### src/rtl/sh7604_membridge_if.sv
// sh7604_membridge_if
// Groups the SH7604 external bus (CPU side) and the simple request/ack
// memory port that sh7604_membridge translates between.
//   CPU side   : cpu_a, cpu_do, bs_n, cs_n, rd_wr_n, we_n -> bridge
//                cpu_di, wait_n                          <- bridge
//   Memory side: mem_a, mem_do, mem_be, mem_wr, mem_area,
//                mem_req, timeout                         <- bridge
//                mem_di, mem_ack                          -> bridge
// Modports:
//   slave  - the bridge's view (it is the CPU's bus slave)
//   master - the environment's view (CPU plus memory model)
interface sh7604_membridge_if;
    logic [26:0] cpu_a;
    logic [31:0] cpu_do;
    logic        bs_n;
    logic [3:0]  cs_n;
    logic        rd_wr_n;
    logic [3:0]  we_n;
    logic [31:0] cpu_di;
    logic        wait_n;
    logic [26:0] mem_a;
    logic [31:0] mem_do;
    logic [3:0]  mem_be;
    logic        mem_wr;
    logic [1:0]  mem_area;
    logic        mem_req;
    logic [31:0] mem_di;
    logic        mem_ack;
    logic        timeout;

    modport slave (
        input  cpu_a, cpu_do, bs_n, cs_n, rd_wr_n, we_n, mem_di, mem_ack,
        output cpu_di, wait_n, mem_a, mem_do, mem_be, mem_wr, mem_area,
               mem_req, timeout
    );

    modport master (
        output cpu_a, cpu_do, bs_n, cs_n, rd_wr_n, we_n, mem_di, mem_ack,
        input  cpu_di, wait_n, mem_a, mem_do, mem_be, mem_wr, mem_area,
               mem_req, timeout
    );
endinterface

### src/rtl/sh7604_membridge.sv
// sh7604_membridge
// Bridges SH7604 external bus cycles on the served chip-select areas onto a
// level request / one-cycle ack memory port. A bus cycle is captured in the
// start cycle, held as MEM_REQ until the memory acks, and the CPU is stalled
// through WAIT_N until the data phase completes.
// Ports:
//   clk_i   - single clock, rising edge
//   rst_i   - synchronous active-high reset
//   ce_r_i  - clock enable; all state advances only when high
//   bus     - sh7604_membridge_if.slave (CPU bus + memory port)
// Parameters:
//   TIMEOUT_CYC - REQ cycles allowed before giving up (1..255)
//   AREA_MASK   - bit n set: area CSn is served here
// Build option:
//   MEMBRIDGE_TIMEOUT_EN - when defined, an 8-bit counter aborts an access
//   that is not acked within TIMEOUT_CYC REQ cycles (reads return all ones,
//   TIMEOUT pulses). When undefined, REQ waits forever and TIMEOUT is 0.
module sh7604_membridge #(
    parameter int unsigned TIMEOUT_CYC = 255,
    parameter logic [3:0]  AREA_MASK   = 4'b1111
) (
    input  logic                 clk_i,
    input  logic                 rst_i,
    input  logic                 ce_r_i,
    sh7604_membridge_if.slave    bus
);

    typedef enum logic [1:0] {
        ST_IDLE = 2'd0,
        ST_REQ  = 2'd1,
        ST_DONE = 2'd2
    } state_e;

    // Out-of-range timeout settings are rejected at elaboration.
    if ((TIMEOUT_CYC < 1) || (TIMEOUT_CYC > 255)) begin : g_bad_timeout
        $error("sh7604_membridge: TIMEOUT_CYC must be 1..255");
    end

    // {hit, index}: lowest-numbered selected chip select that is served.
    function automatic logic [2:0] area_sel(input logic [3:0] cs_n);
        logic [3:0] cand;
        cand = ~cs_n & AREA_MASK;
        casez (cand)
            4'b???1: area_sel = 3'b100;
            4'b??10: area_sel = 3'b101;
            4'b?100: area_sel = 3'b110;
            4'b1000: area_sel = 3'b111;
            default: area_sel = 3'b000;
        endcase
    endfunction

    state_e      state_q, state_d;
    logic [26:0] mem_a_q, mem_a_d;
    logic [31:0] mem_do_q, mem_do_d;
    logic [3:0]  mem_be_q, mem_be_d;
    logic        mem_wr_q, mem_wr_d;
    logic [1:0]  mem_area_q, mem_area_d;
    logic        mem_req_q, mem_req_d;
    logic [31:0] di_q, di_d;
    logic [2:0]  sel_s;
    logic        start_s;
`ifdef MEMBRIDGE_TIMEOUT_EN
    localparam logic [7:0] TO_LIM = 8'(TIMEOUT_CYC);
    logic [7:0]  cnt_q, cnt_d;
    logic        timeout_q, timeout_d;
`endif

    assign sel_s   = area_sel(bus.cs_n);
    assign start_s = (state_q == ST_IDLE) && ce_r_i && !bus.bs_n && sel_s[2];

    // Next-state and datapath capture for the IDLE/REQ/DONE sequencer.
    always_comb begin
        state_d    = state_q;
        mem_a_d    = mem_a_q;
        mem_do_d   = mem_do_q;
        mem_be_d   = mem_be_q;
        mem_wr_d   = mem_wr_q;
        mem_area_d = mem_area_q;
        mem_req_d  = mem_req_q;
        di_d       = di_q;
`ifdef MEMBRIDGE_TIMEOUT_EN
        cnt_d      = cnt_q;
        timeout_d  = 1'b0;
`endif
        case (state_q)
            ST_IDLE: begin
                if (start_s) begin
                    mem_a_d    = bus.cpu_a;
                    mem_do_d   = bus.cpu_do;
                    mem_wr_d   = ~bus.rd_wr_n;
                    mem_be_d   = bus.rd_wr_n ? 4'b1111 : ~bus.we_n;
                    mem_area_d = sel_s[1:0];
                    mem_req_d  = 1'b1;
                    state_d    = ST_REQ;
`ifdef MEMBRIDGE_TIMEOUT_EN
                    cnt_d      = 8'd0;
`endif
                end else begin
                    state_d = ST_IDLE;
                end
            end
            ST_REQ: begin
                // Ack has priority over an expiring timeout in the same cycle.
                if (mem_req_q && bus.mem_ack) begin
                    mem_req_d = 1'b0;
                    di_d      = mem_wr_q ? di_q : bus.mem_di;
                    state_d   = ST_DONE;
                end else begin
`ifdef MEMBRIDGE_TIMEOUT_EN
                    cnt_d = cnt_q + 8'd1;
                    if (cnt_d == TO_LIM) begin
                        mem_req_d = 1'b0;
                        di_d      = mem_wr_q ? di_q : 32'hFFFF_FFFF;
                        timeout_d = 1'b1;
                        state_d   = ST_DONE;
                    end else begin
                        state_d = ST_REQ;
                    end
`else
                    state_d = ST_REQ;
`endif
                end
            end
            ST_DONE: begin
                // Leave only once the CPU drops the area select it used.
                if (bus.cs_n[mem_area_q]) begin
                    state_d = ST_IDLE;
                end else begin
                    state_d = ST_DONE;
                end
            end
            default: begin
                state_d   = ST_IDLE;
                mem_req_d = 1'b0;
            end
        endcase
    end

    // State and datapath registers; everything holds while ce_r_i is low.
    always_ff @(posedge clk_i) begin
        if (rst_i) begin
            state_q    <= ST_IDLE;
            mem_a_q    <= 27'd0;
            mem_do_q   <= 32'd0;
            mem_be_q   <= 4'd0;
            mem_wr_q   <= 1'b0;
            mem_area_q <= 2'd0;
            mem_req_q  <= 1'b0;
            di_q       <= 32'd0;
`ifdef MEMBRIDGE_TIMEOUT_EN
            cnt_q      <= 8'd0;
            timeout_q  <= 1'b0;
`endif
        end else if (ce_r_i) begin
            state_q    <= state_d;
            mem_a_q    <= mem_a_d;
            mem_do_q   <= mem_do_d;
            mem_be_q   <= mem_be_d;
            mem_wr_q   <= mem_wr_d;
            mem_area_q <= mem_area_d;
            mem_req_q  <= mem_req_d;
            di_q       <= di_d;
`ifdef MEMBRIDGE_TIMEOUT_EN
            cnt_q      <= cnt_d;
            timeout_q  <= timeout_d;
`endif
        end
    end

    // WAIT_N must drop in the very start cycle, so it is decoded from inputs.
    assign bus.wait_n   = ~(start_s || (state_q == ST_REQ));
    assign bus.cpu_di   = di_q;
    assign bus.mem_a    = mem_a_q;
    assign bus.mem_do   = mem_do_q;
    assign bus.mem_be   = mem_be_q;
    assign bus.mem_wr   = mem_wr_q;
    assign bus.mem_area = mem_area_q;
    assign bus.mem_req  = mem_req_q;
`ifdef MEMBRIDGE_TIMEOUT_EN
    assign bus.timeout  = timeout_q;
`else
    assign bus.timeout  = 1'b0;
`endif

endmodule

### src/flat_wrapper.sv
// flat-port wrapper written by rule: the top's interface ports become plain ports
module sh7604_membridge_flat 
#(
    parameter int unsigned TIMEOUT_CYC = 255,
    parameter logic [3:0]  AREA_MASK   = 4'b1111
)
  (clk_i, rst_i, ce_r_i, bus_cpu_a, bus_cpu_do, bus_bs_n, bus_cs_n, bus_rd_wr_n, bus_we_n, bus_mem_di, bus_mem_ack, bus_cpu_di, bus_wait_n, bus_mem_a, bus_mem_do, bus_mem_be, bus_mem_wr, bus_mem_area, bus_mem_req, bus_timeout);
  sh7604_membridge_if bus_i ();
  input  logic clk_i;
  input  logic rst_i;
  input  logic ce_r_i;
  input wire logic [$bits(bus_i.cpu_a)-1:0] bus_cpu_a;
  input wire logic [$bits(bus_i.cpu_do)-1:0] bus_cpu_do;
  input wire logic [$bits(bus_i.bs_n)-1:0] bus_bs_n;
  input wire logic [$bits(bus_i.cs_n)-1:0] bus_cs_n;
  input wire logic [$bits(bus_i.rd_wr_n)-1:0] bus_rd_wr_n;
  input wire logic [$bits(bus_i.we_n)-1:0] bus_we_n;
  input wire logic [$bits(bus_i.mem_di)-1:0] bus_mem_di;
  input wire logic [$bits(bus_i.mem_ack)-1:0] bus_mem_ack;
  output wire logic [$bits(bus_i.cpu_di)-1:0] bus_cpu_di;
  output wire logic [$bits(bus_i.wait_n)-1:0] bus_wait_n;
  output wire logic [$bits(bus_i.mem_a)-1:0] bus_mem_a;
  output wire logic [$bits(bus_i.mem_do)-1:0] bus_mem_do;
  output wire logic [$bits(bus_i.mem_be)-1:0] bus_mem_be;
  output wire logic [$bits(bus_i.mem_wr)-1:0] bus_mem_wr;
  output wire logic [$bits(bus_i.mem_area)-1:0] bus_mem_area;
  output wire logic [$bits(bus_i.mem_req)-1:0] bus_mem_req;
  output wire logic [$bits(bus_i.timeout)-1:0] bus_timeout;
  assign bus_i.cpu_a = bus_cpu_a;
  assign bus_i.cpu_do = bus_cpu_do;
  assign bus_i.bs_n = bus_bs_n;
  assign bus_i.cs_n = bus_cs_n;
  assign bus_i.rd_wr_n = bus_rd_wr_n;
  assign bus_i.we_n = bus_we_n;
  assign bus_i.mem_di = bus_mem_di;
  assign bus_i.mem_ack = bus_mem_ack;
  assign bus_cpu_di = bus_i.cpu_di;
  assign bus_wait_n = bus_i.wait_n;
  assign bus_mem_a = bus_i.mem_a;
  assign bus_mem_do = bus_i.mem_do;
  assign bus_mem_be = bus_i.mem_be;
  assign bus_mem_wr = bus_i.mem_wr;
  assign bus_mem_area = bus_i.mem_area;
  assign bus_mem_req = bus_i.mem_req;
  assign bus_timeout = bus_i.timeout;
  sh7604_membridge #(.TIMEOUT_CYC(TIMEOUT_CYC), .AREA_MASK(AREA_MASK)) u_core (.clk_i(clk_i), .rst_i(rst_i), .ce_r_i(ce_r_i), .bus(bus_i));
endmodule
### config.mk
export PLATFORM = sky130hd
export DESIGN_NAME = sh7604_membridge_flat
export DESIGN_NICKNAME = d
export VERILOG_FILES = /design/src/rtl/sh7604_membridge_if.sv /design/src/rtl/sh7604_membridge.sv /design/src/flat_wrapper.sv
export SDC_FILE = /design/constraint.sdc
export NUM_CORES = 1
export LEC_CHECK = 0
export CAP_MARGIN = 10
export CORE_MARGIN = 3
export CORE_UTILIZATION = 43
export DETAILED_ROUTE_END_ITERATION = 8
export GPL_TIMING_DRIVEN = 0
export PLACE_DENSITY = 0.87
export SLEW_MARGIN = 20
export SYNTH_ARGS = -nofsm -noshare
export SYNTH_HDL_FRONTEND = slang
export SYNTH_SLANG_ARGS = --single-unit
### constraint.sdc
create_clock -name clk_i -period 4.6 [get_ports clk_i]
set_input_delay 0.92 -clock clk_i [delete_from_list [all_inputs] [get_ports clk_i]]
set_output_delay 0.92 -clock clk_i [all_outputs]
set_load 0.005 [all_outputs]
### Yosys cells after proc, flatten, opt, wreduce, memory -nomap -nowiden

Cells that the tools add are included.

* output and inout port bits: 101
* bits in registers: 101
* logic and storage cells: 43

* multiplexer cells: 11
* eq/ne operators: 7
* reductions and logical operators: 10
* bitwise operators: 6
* $lt $le $gt $ge: 1

Operator list (count)
* case mux 3 bit (4 select lines): 1
* NOT 4 bit: 2
* AND reduction 4 bit: 2
* case mux 2 bit (3 select lines): 1
* == test 2 bit (second input constant): 2
* == test 4 bit (second input constant): 1
* logical AND 1 bit: 4
* 2-to-1 mux 1 bit: 4
* 2-to-1 mux 2 bit: 2
* 2-to-1 mux 4 bit: 1
* != test 2 x 1 -> 1 bit (second input constant): 2
* NOT 1 bit: 4
* == test 3 bit (second input constant): 1
* < comparator 2 x 3 -> 1 bit (second input constant): 1
* case mux 1 bit (3 select lines): 1
* AND reduction 3 bit: 1
* binary-select mux 1 bit (select 2 bit): 1
* == test 2 x 1 -> 1 bit (second input constant): 1
* zero test 2 bit: 1
* zero test 1 bit: 1
* logical OR 1 bit: 1

### Depth between registers and ports, before layout

Gate-level depths: netlist of run 1.

* depth after elaboration: 6
* depth in mapped cells: 6

### Worst setup path after synthesis of run 1

No wires, ideal clock.

* kind: input-to-output
* start: in bus_bs_n
* end: out bus_wait_n
* slack: 1.914 ns
* buffers on the path: 1
* required time: 3.680 ns
* cell stages on the path: 4
* data arrival time: 1.766 ns
* cell sequence: or4b_1 > buf_6 > nor2_4 > nor2_1

* word-level cells in the longest chain between the ends: 5

RTL lines
* start: declaration: line flat_wrapper.sv:14 `input wire logic [$bits(bus_i.bs_n)-1:0] bus_bs_n;`
* zero test 1 bit: line sh7604_membridge.sv:69 `assign start_s = (state_q == ST_IDLE) && ce_r_i && !bus.bs_n && sel_s[2];`
* logical AND 1 bit (2 in a row): line sh7604_membridge.sv:69
* logical OR 1 bit: line sh7604_membridge.sv:171 `assign bus.wait_n = ~(start_s || (state_q == ST_REQ));`
* NOT 1 bit: line sh7604_membridge.sv:171
* end: declaration: line flat_wrapper.sv:21 `output wire logic [$bits(bus_i.wait_n)-1:0] bus_wait_n;`

No other way between the ends.

### Final worst setup path of run 1

* start: in ce_r_i
* end: out bus_wait_n

* word-level cells in the longest chain between the ends: 5

RTL lines
* start: declaration: line flat_wrapper.sv:11 `input logic ce_r_i;`
* logical AND 1 bit (3 in a row): line sh7604_membridge.sv:69
* logical OR 1 bit: line sh7604_membridge.sv:171
* NOT 1 bit: line sh7604_membridge.sv:171

No other way between the ends.

==> impl_metrics.toml, run 1 <==
[timing]
maxSlewViolCount = 0
period_minus_slack_ps = 3850
tns_ps = 0
max_freq_mhz = 260
hold_slack_ps = 479
hold_violations = 0
slew_headroom = 0.593
fin_crit_sh = 0.836
worst_slew_pin_slew_ps = 611
rsz0062_at_grt = "false"
setup_viol = 0
finClkSkew_ps = 11.3

[final_layout]
final_nets = 793
num-fill-cells = 703
drive_above_1_share = 0.0491
antennaDiodeCount = 0
area_growth_pct = 58.5

[floorplanning]
dieArea_um2 = 10500
initial_core_util = 0.451
chipHeight_um = 102
chipWidth_um = 102
rows = 34
fp.coreArea_um2 = 8850
io_pins = 206

[pwr]
p_int_mw = 1.29
power_switching_mw = 0.429
p_leak_nw = 2.10
comb_power_share = 0.172
power.share.clock = 0.291
seq_power_share = 0.538
p_per_area_nw_per_um2 = 271
p_sw_frac = 0.250
irDropWorstVdd_mv = 0.169

[min_path]
hold_end = "u_core.bus.mem_a[3]"
min_path_type = "reg2reg"
whs_path_depth = 2
hold_start = "u_core.bus.mem_a[3]"

[setup_path]
cpPeakStageDelay_ps = 630
cp-end-kind = "output port"
timing.rr.start = "u_core.state_q[1]"
r2r_cells = 5
crit_path_frequent_cell = "clkdlybuf4s50_1"
slowest_stage = "clkdlybuf4s50_1"
crit_buf_inv = 3
start_kind = "primary input"
worstPathMaxFanout = 8
crit_family = "buffers and inverters"
cp-startpoint = "ce_r_i"
timing.rr.end = "u_core.bus.mem_a[11]"
r2r_slack_ps = 2870
path_cells = "clkdlybuf4s50_1 -> or4b_1 -> buf_6 -> nor2_4 -> nor2_1 -> clkdlybuf4s50_1"
critPathRequiredTime_ps = 3680
critical_path_class = "in2out"
critical_path_arrival_ps = 2930

[grt]
grt_pass1_vias = 4445
grt_antenna_before_repair = 0
overflow = 0
grt_pass1_wl_um = 20900
grt_use_total = 0.250
grt_start_max_net_pins = 16

[detailed_routing]
drtPass1Iterations = 5
drc = 0
wl_per_cell_um = 16.7
first_iter_violations = 139
postRouteAntennaNets = 0
drt-total-wl_um = 13300
via_per_inst = 5.56
vias = 4450

[yosys]
synth.distinct_cells = 32
syn_inst = 474
avgSynthCellArea_um2 = 8.42
synth_area_um2 = 3990
synth_top_cells_by_count = "101 x dfxtp_1, 100 x a21oi_1, 91 x nand3_1"
synth_area_leaders = "dfxtp_1 51%, a21oi_1 13%, nand3_1 11%"
syn-num-nets = 579
yosysTopAreaCell = "dfxtp_1"
synth.most_common_cell = "dfxtp_1"
synth_top_area_share = 0.507
async_reset_ff_frac = 0
yosysWarningCount = 0
ys_ff_latch = 101
synth_flop_cell = "dfxtp_1"
synth-seq-area-share = 0.507
synth_edf_count = 0

[clock_tree]
cts_resized = 0
cts_tree = "yes"
htreeDepth = 3
cts_max_path_buffers = 2
cts-root-buf = "clkbuf_8"
insertion_delay_ps = 350
clk_pin_slew_ps = 90
clock-sinks = 101
numCtsBuffers = 9
ctsHoldBuffers = 0
cts_setup_buffers = 0

[place]
post-dp-hpwl_um = 10200
gp_congestion = 0.843
numPortBuffers = 203

[run_status]
status = "completed"

[run]
drv_cap = 0
==> registers in the layout (all words and copies together) (netlist names) <==
name / count
u_core.bus.cpu_di: 32
u_core.bus.mem_req: 1
u_core.bus.mem_wr: 1
u_core.bus.mem_area: 2
u_core.bus.mem_do: 32
u_core.bus.mem_be: 4
u_core.bus.mem_a: 27
u_core.state_q: 2
==> through the flow <==
| stage | worst slack (ps) | utilization | area, um2 | power, mW | instances |
|---|---|---|---|---|---|
| after floorplan | 1910 | - | 3990 | 1.05 | 474 |
| after global placement | 800 | 0.696 | 6160 | 1.23 | 785 |
| after detailed placement | 788 | 0.696 | 6160 | 1.24 | 785 |
| after CTS | 764 | 0.715 | 6330 | 1.72 | 800 |
| after global routing | 673 | 0.715 | 6330 | 1.79 | 800 |
| final | 753 | 0.715 | 6330 | 1.72 | 800 |
==> power groups by stage <==
stage                     clock [mW]  combinational [mW]  sequential (mW)
final                          0.499               0.294            0.922
after global placement             0               0.287            0.941
after CTS                      0.506               0.295            0.922
after global routing           0.545               0.319            0.926
after detailed placement           0               0.293            0.943
after floorplan                    0               0.106            0.943
==> cell usage in the layout (no fill, tap or decap), drive strengths merged <==
master and count:
a2111oi 1, a211oi 2, a21boi 1, a21oi 100, a311oi 5, and3 1, and4 2, buf 15
clkbuf 51, clkdlybuf4s50 203, clkinvlp 3, conb 1, dfxtp 101, inv 2, mux2 1, mux2i 1
nand2 3, nand3 91, nand3b 1, nand4 2, nor2 5, nor2b 2, nor3 1, nor4b 1
o2111ai 1, o21ai 92, o31a 1, or2 1, or4b 1
==> cells by family after synthesis <==
kind of cell / synth area share
and+or+nand+nor: 0.149
muxes: 0.00533
other: 0.000940
DFF: 0.507
buffers and inverters: 0.0718
AOI/OAI and AO/OA: 0.266
==> layer usage <==
layer	up-vias	track usage	share of wire	wire length (um)
li1	2143	-	-	-
met1	2079	0.276	0.38	5050
met2	202	0.453	0.50	6680
met3	26	0.0771	0.095	1270
met4	0	0.0878	0.024	316
met5	-	0	0	0
==> tightest hold or removal path, delay by kind of cell, from the launching register on <==
family         cells  cell delay, ps
AO/OA/AOI/OAI      2             100
flip-flops         1             330
==> worst max path at each step <==
stage	slack, ps	depth (start not counted)	end
2_1_floorplan	1910	4	bus_wait_n
3_3_place_gp	800	6	bus_wait_n
3_5_place_dp	790	6	bus_wait_n
4_1_cts	760	6	bus_wait_n
5_1_grt	670	6	bus_wait_n
6_report	750	6	bus_wait_n
==> layout make-up <==
cell class / instances / area [um2] / area share
inverters: 2 / 7.51 / 0.00119
clock buffers: 12 / 145 / 0.0229
flip-flops and latches: 101 / 2020 / 0.320
multi-input cells: 317 / 1680 / 0.266
plain buffers: 54 / 279 / 0.0441
clock inverters: 3 / 22.5 / 0.00356
well taps: 108 / 135 / 0.0214
repair buffers: 203 / 2030 / 0.321
(Power assumes the default switching activity.)
==> inputs of run 2 (changes only) <==
- CORE_UTILIZATION: 43 -> 40
- PLACE_DENSITY: 0.87 -> 0.82
- clock period: 4.6 -> 3.7 ns (I/O delays scaled with it)
==> run 2 against run 1 <==
Compared with the run above: clock skew fell by 1.4 ps; register-to-register slack got worse by 880 ps; sequential share of layout area down 0.20 points; final cell count up 2.6%; worst setup slack worse by 500 ps; critical path depth is the same; highest routed layer unchanged.
==> impl_metrics.toml, run 2 (same netlist as run 1, synthesis figures left out) <==
[run_status]
status = "completed"

[final_layout]
num-fill-cells = 807
final_common_cell = "clkdlybuf4s50_1"
finish.utilization = 0.673
antennaDiodeCount = 0
instances_no_fill = 821
drive_above_1_share = 0.0491
final_nets = 793
mostFrequentLayoutCells = "203 x clkdlybuf4s50_1, 101 x dfxtp_1, 100 x a21oi_1, 91 x nand3_1, 59 x o21ai_1"
area_growth_pct = 59.5

[grt]
grt_pass1_vias = 4312
grt_antenna_before_repair = 0
grt_pass1_wl_um = 21400
grt_start_max_net_pins = 16
overflow = 0
grt_use_total = 0.235

[clock_tree]
insertion_delay_ps = 350
clock-sinks = 101
clk_pin_slew_ps = 90
htreeDepth = 3
cts-root-buf = "clkbuf_8"
numCtsBuffers = 9
cts_resized = 0
cts_max_path_buffers = 2
cts_setup_buffers = 0
cts_tree = "yes"
ctsHoldBuffers = 0

[floorplanning]
chipWidth_um = 106
chipHeight_um = 106
initial_core_util = 0.422
io_pins = 206
rows = 35
dieArea_um2 = 11200
fp.coreArea_um2 = 9460

[setup_path]
timing.rr.start = "u_core.state_q[0]"
critical_path_class = "in2out"
r2r_cells = 6
critical_path_arrival_ps = 2710
critPathRequiredTime_ps = 2960
cp-end-kind = "output port"
timing.rr.end = "u_core.bus.mem_a[11]"
worstPathMaxFanout = 8
r2r_slack_ps = 1990
start_kind = "primary input"

[pwr]
p_per_area_nw_per_um2 = 343
irDropWorstVdd_mv = 0.237
p_leak_nw = 2.11

[place]
numPortBuffers = 203
post-dp-hpwl_um = 10400
dp_cells = 806
gp_congestion = 0.809

[min_path]
min_path_type = "reg2reg"
hold_end = "u_core.bus.mem_a[3]"
hold_start = "u_core.bus.mem_a[3]"
whs_path_depth = 2

[timing]
hold_violations = 0
period_minus_slack_ps = 3450
max_freq_mhz = 290
worst_slew_pin_slew_ps = 599
maxSlewViolCount = 0
rsz0062_at_grt = "false"
finClkSkew_ps = 9.94
hold_slack_ps = 474
fin_crit_sh = 0.933
setup_viol = 0
tns_ps = 0
slew_headroom = 0.601

[detailed_routing]
vias = 4396
drc = 0
drtPass1Iterations = 4
drt-total-wl_um = 13500
first_iter_violations = 198
via_per_inst = 5.35
postRouteAntennaNets = 0
wl_per_cell_um = 16.5

[run]
drv_cap = 0
[run 2: changes by cell type in the layout (fill, tap and decap cells not counted), sizes merged]
cell	before	now
clkinvlp	3	2
bufinv	0	1
clkbuf	51	50
clkinv	0	1
[run 2: final cells by class]
cell class / count / area (um2) / share of cell area
Inverter: 2 / 7.51 / 0.00118
Clock buffer: 11 / 131 / 0.0206
Buffer: 54 / 279 / 0.0438
Timing Repair Buffer: 203 / 2030 / 0.319
Sequential cell: 101 / 2020 / 0.318
Tap cell: 129 / 161 / 0.0254
Multi-Input combinational cell: 317 / 1680 / 0.264
Clock inverter: 4 / 50.0 / 0.00786
[run 2: how the worst max path moves through the flow]
| stage | from | to | cells past startpoint |
|---|---|---|---|
| after global routing | ce_r_i | bus_wait_n | 6 |
| after detailed placement | ce_r_i | bus_wait_n | 6 |
| after floorplan | bus_bs_n | bus_wait_n | 4 |
| final | ce_r_i | bus_wait_n | 6 |
| after global placement | ce_r_i | bus_wait_n | 6 |
| after CTS | ce_r_i | bus_wait_n | 6 |
[run 2: layer usage]
metal,vias up,GRT usage,wire length (um)
met5,-,0,0
met4,0,0.0675,222
met3,20,0.0747,1300
met2,197,0.407,6600
met1,2040,0.280,5410
li1,2139,-,-
[run 2: through the flow]
stage | total power [mW] | cell area (um2) | setup WS (ps)
after floorplan | 1.30 | 3990 | 1370
after global placement | 1.53 | 6180 | 271
after detailed placement | 1.54 | 6180 | 254
after CTS | 2.20 | 6370 | 239
after global routing | 2.28 | 6370 | 142
final | 2.19 | 6370 | 249
[run 2: power breakdown]
part	switching, mW	internal, mW
Combinational	0.154	0.214
Clock	0.364	0.309
Sequential	0.0209	1.12
[run 2: worst max-delay path: stages]
cell	delay, ps
clkdlybuf4s50_1	610
or4b_1	480
buf_6	170
nor2_4	180
nor2_1	70
clkdlybuf4s50_1	460
